<file path="src/rtl/mem_stage_lsu_pkg.sv">
// mem_stage_lsu_pkg
// Shared encodings for the MEM-stage load/store unit:
//   - WRITE_* store-size codes driven by decode on mem_write
//   - F3_* load funct3 codes
//   - access size type plus helpers that map decode fields to a size and a
//     byte-lane mask
package mem_stage_lsu_pkg;

  localparam logic [1:0] WRITE_IDLE = 2'b00;
  localparam logic [1:0] WRITE_BYTE = 2'b01;
  localparam logic [1:0] WRITE_HALF = 2'b10;
  localparam logic [1:0] WRITE_WORD = 2'b11;

  localparam logic [2:0] F3_LB  = 3'b000;
  localparam logic [2:0] F3_LH  = 3'b001;
  localparam logic [2:0] F3_LW  = 3'b010;
  localparam logic [2:0] F3_LBU = 3'b100;
  localparam logic [2:0] F3_LHU = 3'b101;

  typedef enum logic [1:0] {
    SZ_BYTE,
    SZ_HALF,
    SZ_WORD
  } size_e;

  // Undefined load encodings fall through to a full word access.
  function automatic size_e load_size(input logic [2:0] f3);
    case (f3)
      F3_LB, F3_LBU: return SZ_BYTE;
      F3_LH, F3_LHU: return SZ_HALF;
      default:       return SZ_WORD;
    endcase
  endfunction

  function automatic size_e store_size(input logic [1:0] wr);
    case (wr)
      WRITE_BYTE: return SZ_BYTE;
      WRITE_HALF: return SZ_HALF;
      default:    return SZ_WORD;
    endcase
  endfunction

  function automatic logic [3:0] byte_mask(input size_e sz, input logic [1:0] off);
    case (sz)
      SZ_BYTE: return 4'b0001 << off;
      SZ_HALF: return 4'b0011 << off;
      default: return 4'b1111;
    endcase
  endfunction

endpackage

</file>
<file path="src/rtl/mem_stage_lsu_if.sv">
// mem_stage_lsu_if
// Word-oriented data bus between the LSU (master) and memory (slave).
//   bus_req/bus_we/bus_be/bus_addr/bus_wdata : request, master -> slave
//   bus_gnt                                  : request accepted this cycle
//   bus_rvalid/bus_rdata                     : read response, slave -> master
interface mem_stage_lsu_if #(
  parameter int XLEN = 32
);
  logic            bus_req;
  logic            bus_we;
  logic [3:0]      bus_be;
  logic [XLEN-1:0] bus_addr;
  logic [XLEN-1:0] bus_wdata;
  logic            bus_gnt;
  logic            bus_rvalid;
  logic [XLEN-1:0] bus_rdata;

  modport master (
    output bus_req, bus_we, bus_be, bus_addr, bus_wdata,
    input  bus_gnt, bus_rvalid, bus_rdata
  );

  modport slave (
    input  bus_req, bus_we, bus_be, bus_addr, bus_wdata,
    output bus_gnt, bus_rvalid, bus_rdata
  );
endinterface

</file>
<file path="src/rtl/mem_stage_lsu_load_extend.sv">
// load_extend
// Selects the byte/halfword lane of a read word and sign- or zero-extends it.
//   word   : raw bus read data
//   offset : byte offset of the access within the word
//   funct3 : load type (undefined codes return the whole word)
//   result : extended load value
module load_extend
  import mem_stage_lsu_pkg::*;
#(
  parameter int XLEN = 32
) (
  input  logic [XLEN-1:0] word,
  input  logic [1:0]      offset,
  input  logic [2:0]      funct3,
  output logic [XLEN-1:0] result
);

  logic signed [7:0]  lane_b;
  logic signed [15:0] lane_h;

  always_comb begin
    lane_b = word[{offset, 3'b000} +: 8];
    lane_h = word[{offset[1], 4'b0000} +: 16];
    case (funct3)
      F3_LB:   result = XLEN'(lane_b);
      F3_LBU:  result = XLEN'($unsigned(lane_b));
      F3_LH:   result = XLEN'(lane_h);
      F3_LHU:  result = XLEN'($unsigned(lane_h));
      default: result = word;
    endcase
  end

endmodule

</file>
<file path="src/rtl/mem_stage_lsu.sv">
// mem_stage_lsu
// MEM-stage load/store unit: checks alignment, launches one bus access at a
// time, freezes the pipeline while it is outstanding and returns extended
// load data.
//   clk, rst_n               : clock, asynchronous active-low reset
//   mem_read, mem_write      : load request / store size from decode
//   funct3, addr, wdata      : load type, byte address, right-aligned store data
//   stall                    : pipeline freeze while an access is outstanding
//   load_data, load_valid    : registered load result and its one-cycle strobe
//   misalign                 : one-cycle strobe for a rejected misaligned access
//   bus                      : master side of the data bus
module mem_stage_lsu
  import mem_stage_lsu_pkg::*;
#(
  parameter int XLEN = 32
) (
  input  logic                 clk,
  input  logic                 rst_n,
  input  logic                 mem_read,
  input  logic [1:0]           mem_write,
  input  logic [2:0]           funct3,
  input  logic [XLEN-1:0]      addr,
  input  logic [XLEN-1:0]      wdata,
  output logic                 stall,
  output logic [XLEN-1:0]      load_data,
  output logic                 load_valid,
  output logic                 misalign,
  mem_stage_lsu_if.master      bus
);

  typedef enum logic [1:0] {
    IDLE,
    REQ,
    RDATA
  } state_e;

  state_e          state, state_nxt;
  logic            is_load, is_store, aligned, launch, reject;
  size_e           size;
  logic [3:0]      be_p0;
  logic [XLEN-1:0] wdata_p0;

  logic            req_p1, we_p1, load_p1;
  logic [3:0]      be_p1;
  logic [XLEN-1:0] addr_p1, wdata_p1;
  logic [1:0]      off_p1;
  logic [2:0]      funct3_p1;
  logic [XLEN-1:0] ext_data;

  // Stage p0: decode the pipeline request (a load wins over a store)
  always_comb begin
    is_load  = mem_read;
    is_store = !mem_read && (mem_write != WRITE_IDLE);
    size     = is_load ? load_size(funct3) : store_size(mem_write);
    case (size)
      SZ_HALF: aligned = ~addr[0];
      SZ_WORD: aligned = (addr[1:0] == 2'b00);
      default: aligned = 1'b1;
    endcase
    be_p0 = byte_mask(size, addr[1:0]);
    case (size)
      SZ_BYTE: wdata_p0 = {4{wdata[7:0]}};
      SZ_HALF: wdata_p0 = {2{wdata[15:0]}};
      default: wdata_p0 = wdata;
    endcase
    if (!is_store) wdata_p0 = '0;
  end

  always_comb begin
    state_nxt = state;
    launch    = 1'b0;
    reject    = 1'b0;
    case (state)
      IDLE: begin
        if (is_load || is_store) begin
          if (aligned) begin
            launch    = 1'b1;
            state_nxt = REQ;
          end else begin
            reject = 1'b1;
          end
        end
      end
      REQ:     if (bus.bus_gnt) state_nxt = load_p1 ? RDATA : IDLE;
      RDATA:   if (bus.bus_rvalid) state_nxt = IDLE;
      default: state_nxt = IDLE;
    endcase
  end

  always_ff @(posedge clk or negedge rst_n) begin
    if (!rst_n) state <= IDLE;
    else        state <= state_nxt;
  end

  // Stage p1: request held on the bus until granted
  always_ff @(posedge clk or negedge rst_n) begin
    if (!rst_n) begin
      req_p1     <= 1'b0;
      we_p1      <= 1'b0;
      load_p1    <= 1'b0;
      be_p1      <= '0;
      addr_p1    <= '0;
      wdata_p1   <= '0;
      off_p1     <= '0;
      funct3_p1  <= '0;
      load_data  <= '0;
      load_valid <= 1'b0;
      misalign   <= 1'b0;
    end else begin
      misalign   <= reject;
      load_valid <= 1'b0;
      if (launch) begin
        req_p1    <= 1'b1;
        we_p1     <= is_store;
        load_p1   <= is_load;
        be_p1     <= be_p0;
        addr_p1   <= {addr[XLEN-1:2], 2'b00};
        wdata_p1  <= wdata_p0;
        off_p1    <= addr[1:0];
        funct3_p1 <= funct3;
      end
      if (state == REQ && bus.bus_gnt) begin
        req_p1 <= 1'b0;
        we_p1  <= 1'b0;
      end
      // Stage p2: response capture
      if (state == RDATA && bus.bus_rvalid) begin
        load_data  <= ext_data;
        load_valid <= 1'b1;
      end
    end
  end

  load_extend #(.XLEN(XLEN)) u_load_extend (
    .word   (bus.bus_rdata),
    .offset (off_p1),
    .funct3 (funct3_p1),
    .result (ext_data)
  );

  assign stall         = (state != IDLE);
  assign bus.bus_req   = req_p1;
  assign bus.bus_we    = we_p1;
  assign bus.bus_be    = be_p1;
  assign bus.bus_addr  = addr_p1;
  assign bus.bus_wdata = wdata_p1;

endmodule
</file>
<file path="src/flat_wrapper.sv">
// flat-port wrapper written by rule: the top's interface ports become plain ports
module mem_stage_lsu_flat import mem_stage_lsu_pkg::*;
#(
  parameter int XLEN = 32
)
  (clk, rst_n, mem_read, mem_write, funct3, addr, wdata, stall, load_data, load_valid, misalign, bus_bus_req, bus_bus_we, bus_bus_be, bus_bus_addr, bus_bus_wdata, bus_bus_gnt, bus_bus_rvalid, bus_bus_rdata);
  mem_stage_lsu_if #(.XLEN(XLEN)) bus_i ();
  input  logic clk;
  input  logic rst_n;
  input  logic mem_read;
  input  logic [1:0] mem_write;
  input  logic [2:0] funct3;
  input  logic [XLEN-1:0] addr;
  input  logic [XLEN-1:0] wdata;
  output logic stall;
  output logic [XLEN-1:0] load_data;
  output logic load_valid;
  output logic misalign;
  output wire logic [$bits(bus_i.bus_req)-1:0] bus_bus_req;
  output wire logic [$bits(bus_i.bus_we)-1:0] bus_bus_we;
  output wire logic [$bits(bus_i.bus_be)-1:0] bus_bus_be;
  output wire logic [$bits(bus_i.bus_addr)-1:0] bus_bus_addr;
  output wire logic [$bits(bus_i.bus_wdata)-1:0] bus_bus_wdata;
  input wire logic [$bits(bus_i.bus_gnt)-1:0] bus_bus_gnt;
  input wire logic [$bits(bus_i.bus_rvalid)-1:0] bus_bus_rvalid;
  input wire logic [$bits(bus_i.bus_rdata)-1:0] bus_bus_rdata;
  assign bus_bus_req = bus_i.bus_req;
  assign bus_bus_we = bus_i.bus_we;
  assign bus_bus_be = bus_i.bus_be;
  assign bus_bus_addr = bus_i.bus_addr;
  assign bus_bus_wdata = bus_i.bus_wdata;
  assign bus_i.bus_gnt = bus_bus_gnt;
  assign bus_i.bus_rvalid = bus_bus_rvalid;
  assign bus_i.bus_rdata = bus_bus_rdata;
  mem_stage_lsu #(.XLEN(XLEN)) u_core (.clk(clk), .rst_n(rst_n), .mem_read(mem_read), .mem_write(mem_write), .funct3(funct3), .addr(addr), .wdata(wdata), .stall(stall), .load_data(load_data), .load_valid(load_valid), .misalign(misalign), .bus(bus_i));
endmodule
</file>
<file path="config.mk">
export PLATFORM = sky130hd
export DESIGN_NAME = mem_stage_lsu_flat
export DESIGN_NICKNAME = d
export VERILOG_FILES = /design/src/rtl/mem_stage_lsu_pkg.sv /design/src/rtl/mem_stage_lsu_if.sv /design/src/rtl/mem_stage_lsu_load_extend.sv /design/src/rtl/mem_stage_lsu.sv /design/src/flat_wrapper.sv
export SDC_FILE = /design/constraint.sdc
export NUM_CORES = 1
export LEC_CHECK = 0
export CORE_UTILIZATION = 60
export CTS_CLUSTER_SIZE = 30
export DETAILED_ROUTE_END_ITERATION = 7
export DONT_BUFFER_PORTS = 1
export GPL_ROUTABILITY_DRIVEN = 0
export PLACE_DENSITY = 0.79
export SYNTH_ARGS = -nofsm -noshare
export SYNTH_HDL_FRONTEND = slang
export SYNTH_SLANG_ARGS = --single-unit
</file>
<file path="constraint.sdc">
create_clock -name clk -period 2.4 [get_ports clk]
set_input_delay 0.72 -clock clk [delete_from_list [all_inputs] [get_ports clk]]
set_output_delay 0.72 -clock clk [all_outputs]
set_load 0.02 [all_outputs]
</file>
==> impl.org <==
** Global routing
- Total Routing Usage GR :: 0.2619
- The initial antenna violation count is 0.
- Number of global-route vias before repair :: around 3700
- After global routing the overflow that remains totals 0.
- Maximum number of pins on one net before global-route repair :: 111
- Global-route wire length before repair :: around 18000 µm

** Timing
- Final setup violation count :: 0
- Worst clock skew on the final layout :: around 19 ps
- Setup TNS :: 0 ps
- In the post-route analysis, the smallest setup slack over all paths is around 210 ps.
- Setup repair after global routing left no endpoint under its margin.
- Transition time of the tightest slew-check pin :: about 1100 ps
- After layout, the minimum clock period comes to 2190 ps.
- Measured against its own limit, the worst slew margin works out to 0.2617.
- The max-slew violation count was 0.
- Final hold violation count :: 0
- Dividing the final minimum period by the clock period gives 0.9126.
- Static timing analysis puts the maximum clock frequency at around 0.46 GHz.

** Routing
- Final routed DRC violation total :: 0
- First DRT Iteration DRCs :: roughly 160
- Final routed wirelength across all metal layers :: 11920 µm
- Count of TritonRoute iterations in the first routing pass :: 4
- Routed len/inst :: ~20 µm
- Antenna-violating nets left :: 0
- The routed layout has ~3700 vias.
- Dividing the detail-routed via count by the number of cells gives about 6.2.

** Synthesis
- The synthesized design contains 110 register bits.
- Average instance area after synthesis :: ~11 µm²
- During synthesis, Yosys emitted a total of 0 warnings.
- Of the synthesized area, sequential elements account for 0.5290.
- The mapped netlist covers 5204 µm².
- In this run, distinct cell masters in the synthesized netlist total 42.
- Counting every instance in the synthesized netlist gives around 490.

** Pwr
- Static leakage :: between 0.002 and 0.003 µW
- Power per unit of standard cell area :: ~1400 nW/µm²
- The design draws a little under 8000 µW.
- Maximum ir drop on the vdd rail :: around 720 µV

** Finish
- The repair_antennas step left the layout with diodes totalling 0.
- The finished layout holds 590 standard cells, fillers aside.
- In the final design database the tool counted about 590 nets.
- Share of cells above drive strength 1 :: 0.1175
- The area growth from synthesis to layout is 7.117%.
- Fill cell instance count of the final layout :: between 600 and 700
- Measured on the finished design, the core utilization comes to 0.6716.

** Placement
- Input and output buffers added on the ports amount to 0.
- Number of placed instances, taps included :: around 580
- Post-DP HPWL :: around 8600 µm
- Worst slack, placed :: -158.7 ps

** Clock network
- For this design, the sink count on the clock tree is 110.
- Maximum clock path buffer count :: 2
- The clock tree synthesis step divided the H-tree into 3 levels.
- CTS root buf :: clkbuf_8
- Number of CTS-inserted buffers :: 9
- After clock tree synthesis, the clock-pin slew on the worst setup and hold paths is 110 ps.
- Clock insertion delay at the later pin of the skew report :: roughly 360 ps
- Buffers inserted to repair hold after CTS numbered 0.
- TritonCTS built the clock tree.

** Floorplan
- Height of the die :: approximately 95 µm
- For this configuration, the core starts out at a cell density of 0.6270.
- Number of placement rows :: 33
- In this run the horizontal extent of the chip is 95.13 µm.
- IO Pins :: approximately 210
- Area of the core :: 8299 µm²
- Die area :: about 9000 µm²

** Worst setup path
- Startpoint type of the worst setup path :: primary input
- Arrival @ worst endpoint :: between 2000 and 2500 ps
- The worst setup path is of the primary input to flop kind.
- Data on the critical path is required at its endpoint by approximately 2700 ps.
- CP endpoint kind :: flop
- Maximum fanout encountered on the critical timing path :: 32
- Worst reg2reg setup slack :: approximately 430 ps

** Min path
- Type of the worst min-delay path :: primary input to async pin

** Status
- The flow ran to the end, and the final reports show no timing, DRC or antenna violations.

** Flow run
- Across the run, the number of max-cap violations was 0.
[synthesized netlist by cell type]
cell | n | area [µm²]
ha_1 | 5 | 62.56
o311ai_2 | 1 | 16.27
mux4_2 | 1 | 22.52
or2_1 | 2 | 12.51
inv_1 | 34 | 127.6
nand2_1 | 64 | 240.2
o31ai_1 | 5 | 37.54
a22oi_1 | 9 | 67.56
o211ai_1 | 1 | 7.510
o22ai_1 | 1 | 6.260
buf_6 | 3 | 33.78
nand3_1 | 33 | 165.2
and3_1 | 9 | 56.30
a22o_1 | 1 | 8.760
a21oi_2 | 2 | 17.52
a31oi_1 | 1 | 6.260
mux2_2 | 2 | 22.52
o21ai_1 | 2 | 10.01
nor2b_1 | 3 | 18.77
mux2i_1 | 34 | 340.3
nand3b_1 | 2 | 15.01
buf_1 | 1 | 3.750
buf_4 | 5 | 37.54
dfrtp_1 | 110 | 2753
clkbuf_1 | 14 | 52.55
nor3_4 | 1 | 16.27
a21o_1 | 3 | 22.52
nand2b_1 | 5 | 31.28
or3_1 | 2 | 12.51
nor3_1 | 1 | 5.000
o21bai_1 | 2 | 15.01
a21oi_1 | 19 | 95.09
buf_2 | 9 | 45.04
o21ai_0 | 25 | 125.1
o2bb2ai_1 | 4 | 35.03
conb_1 | 1 | 3.750
nor2_1 | 12 | 45.04
a221oi_1 | 1 | 8.760
a221o_1 | 8 | 80.08
or2_2 | 1 | 6.260
mux2_1 | 45 | 506.7
a311oi_1 | 1 | 8.760
[cell usage in the layout, fill, tap and decap left out, drive strengths merged, types with 5 or more instances in the layout]
master and count:
a21oi 21, a221o 8, a22oi 9, and3 9, buf 16, clkbuf 11
dfrtp 110, ha 5, inv 35, mux2 47, mux2i 34, nand2 64
nand2b 5, nand3 33, nor2 12, o21ai 27, o31ai 5
[cell families (layout without fill, tap and decap cells)]
group | after synthesis | count (layout) | share of synthesized area
and+or+nand+nor | 135 | 135 | 0.1200
DFF | 110 | 110 | 0.5290
AOI/OAI and AO/OA | 86 | 86 | 0.1092
muxes | 82 | 82 | 0.1714
buffers and inverters | 66 | 65 | 0.05770
adders and majority gates | 5 | 5 | 0.01202
other | 1 | 2 | 0.0007206
[where the power goes]
part / switching [µW] / internal [µW] / total (µW)
clock: 613 / 382 / 995
combinational: 1050 / 1110 / 2160
sequential: 1790 / 2740 / 4530
[routing by layer]
metal | routed length [µm] | share of wire | GRT usage
met3 | 1246 | 0.10 | 0.08772
met5 | 0 | 0 | 0
met1 | 4728 | 0.40 | 0.3325
met4 | 129 | 0.011 | 0.09975
met2 | 5819 | 0.49 | 0.4149
[stage by stage]
stage                     cell area [µm²]  hold slack, ps
after floorplan                      5330           424.4
after global placement               5406           426.6
after detailed placement             5406           426.3
after CTS                            5572           23.12
after global routing                 5574           16.95
final                                5574           38.06
[path summary, 6_finish.rpt]
| path | from | to | cells past startpoint |
|---|---|---|---|
| max in group asynchronous | rst_n | u_core.load_data[22]$_DFFE_PN0P_ | 0 |
| min | rst_n | u_core.load_data[26]$_DFFE_PN0P_ | 0 |
| min reg2reg | u_core.load_p1$_DFFE_PN0P_ | u_core.load_p1$_DFFE_PN0P_ | 1 |
| max reg2reg | u_core.off_p1[1]$_DFFE_PN0P_ | u_core.load_data[29]$_DFFE_PN0P_ | 4 |
| max | mem_write[1] | u_core.bus.bus_wdata[14]$_DFFE_PN0P_ | 11 |
| min in group clk | bus_bus_rvalid | u_core.state[1]$_DFFE_PN0P_ | 1 |
[timing repair]
action,4_1_cts,5_1_grt
setup endpoints to repair,0,2
buffers inserted,0,0
gates resized for setup,0,1
[registers in the layout (all words and copies together) (netlist names)]
signal                flops
u_core.bus.bus_wdata     32
u_core.load_data         32
u_core.bus.bus_addr      30
u_core.bus.bus_be         4
u_core.funct3_p1          3
u_core.off_p1             2
u_core.state              2
u_core.bus.bus_req        1
u_core.bus.bus_we         1
u_core.load_p1            1
u_core.load_valid         1
u_core.misalign           1
[cell type report]
type | count | area, µm² | share of cell area
Clock buffer | 11 | 131.4 | 0.02357
Clock inverter | 4 | 33.78 | 0.006061
Inverter | 34 | 142.6 | 0.02559
Multi-Input combinational cell | 310 | 2237 | 0.4013
Timing Repair Buffer | 16 | 145.1 | 0.02604
Sequential cell | 110 | 2753 | 0.4938
Tap cell | 105 | 131.4 | 0.02357
[critical path, cell delays in order]
cell      delay [ps]
inv_12            10
ha_4             220
a21o_1           200
inv_1             70
ha_2             140
nor2b_1          120
o21bai_1         130
a21oi_4          190
buf_12           240
buf_4            200
mux2i_1          200
Power figures use the tool's default switching activity.
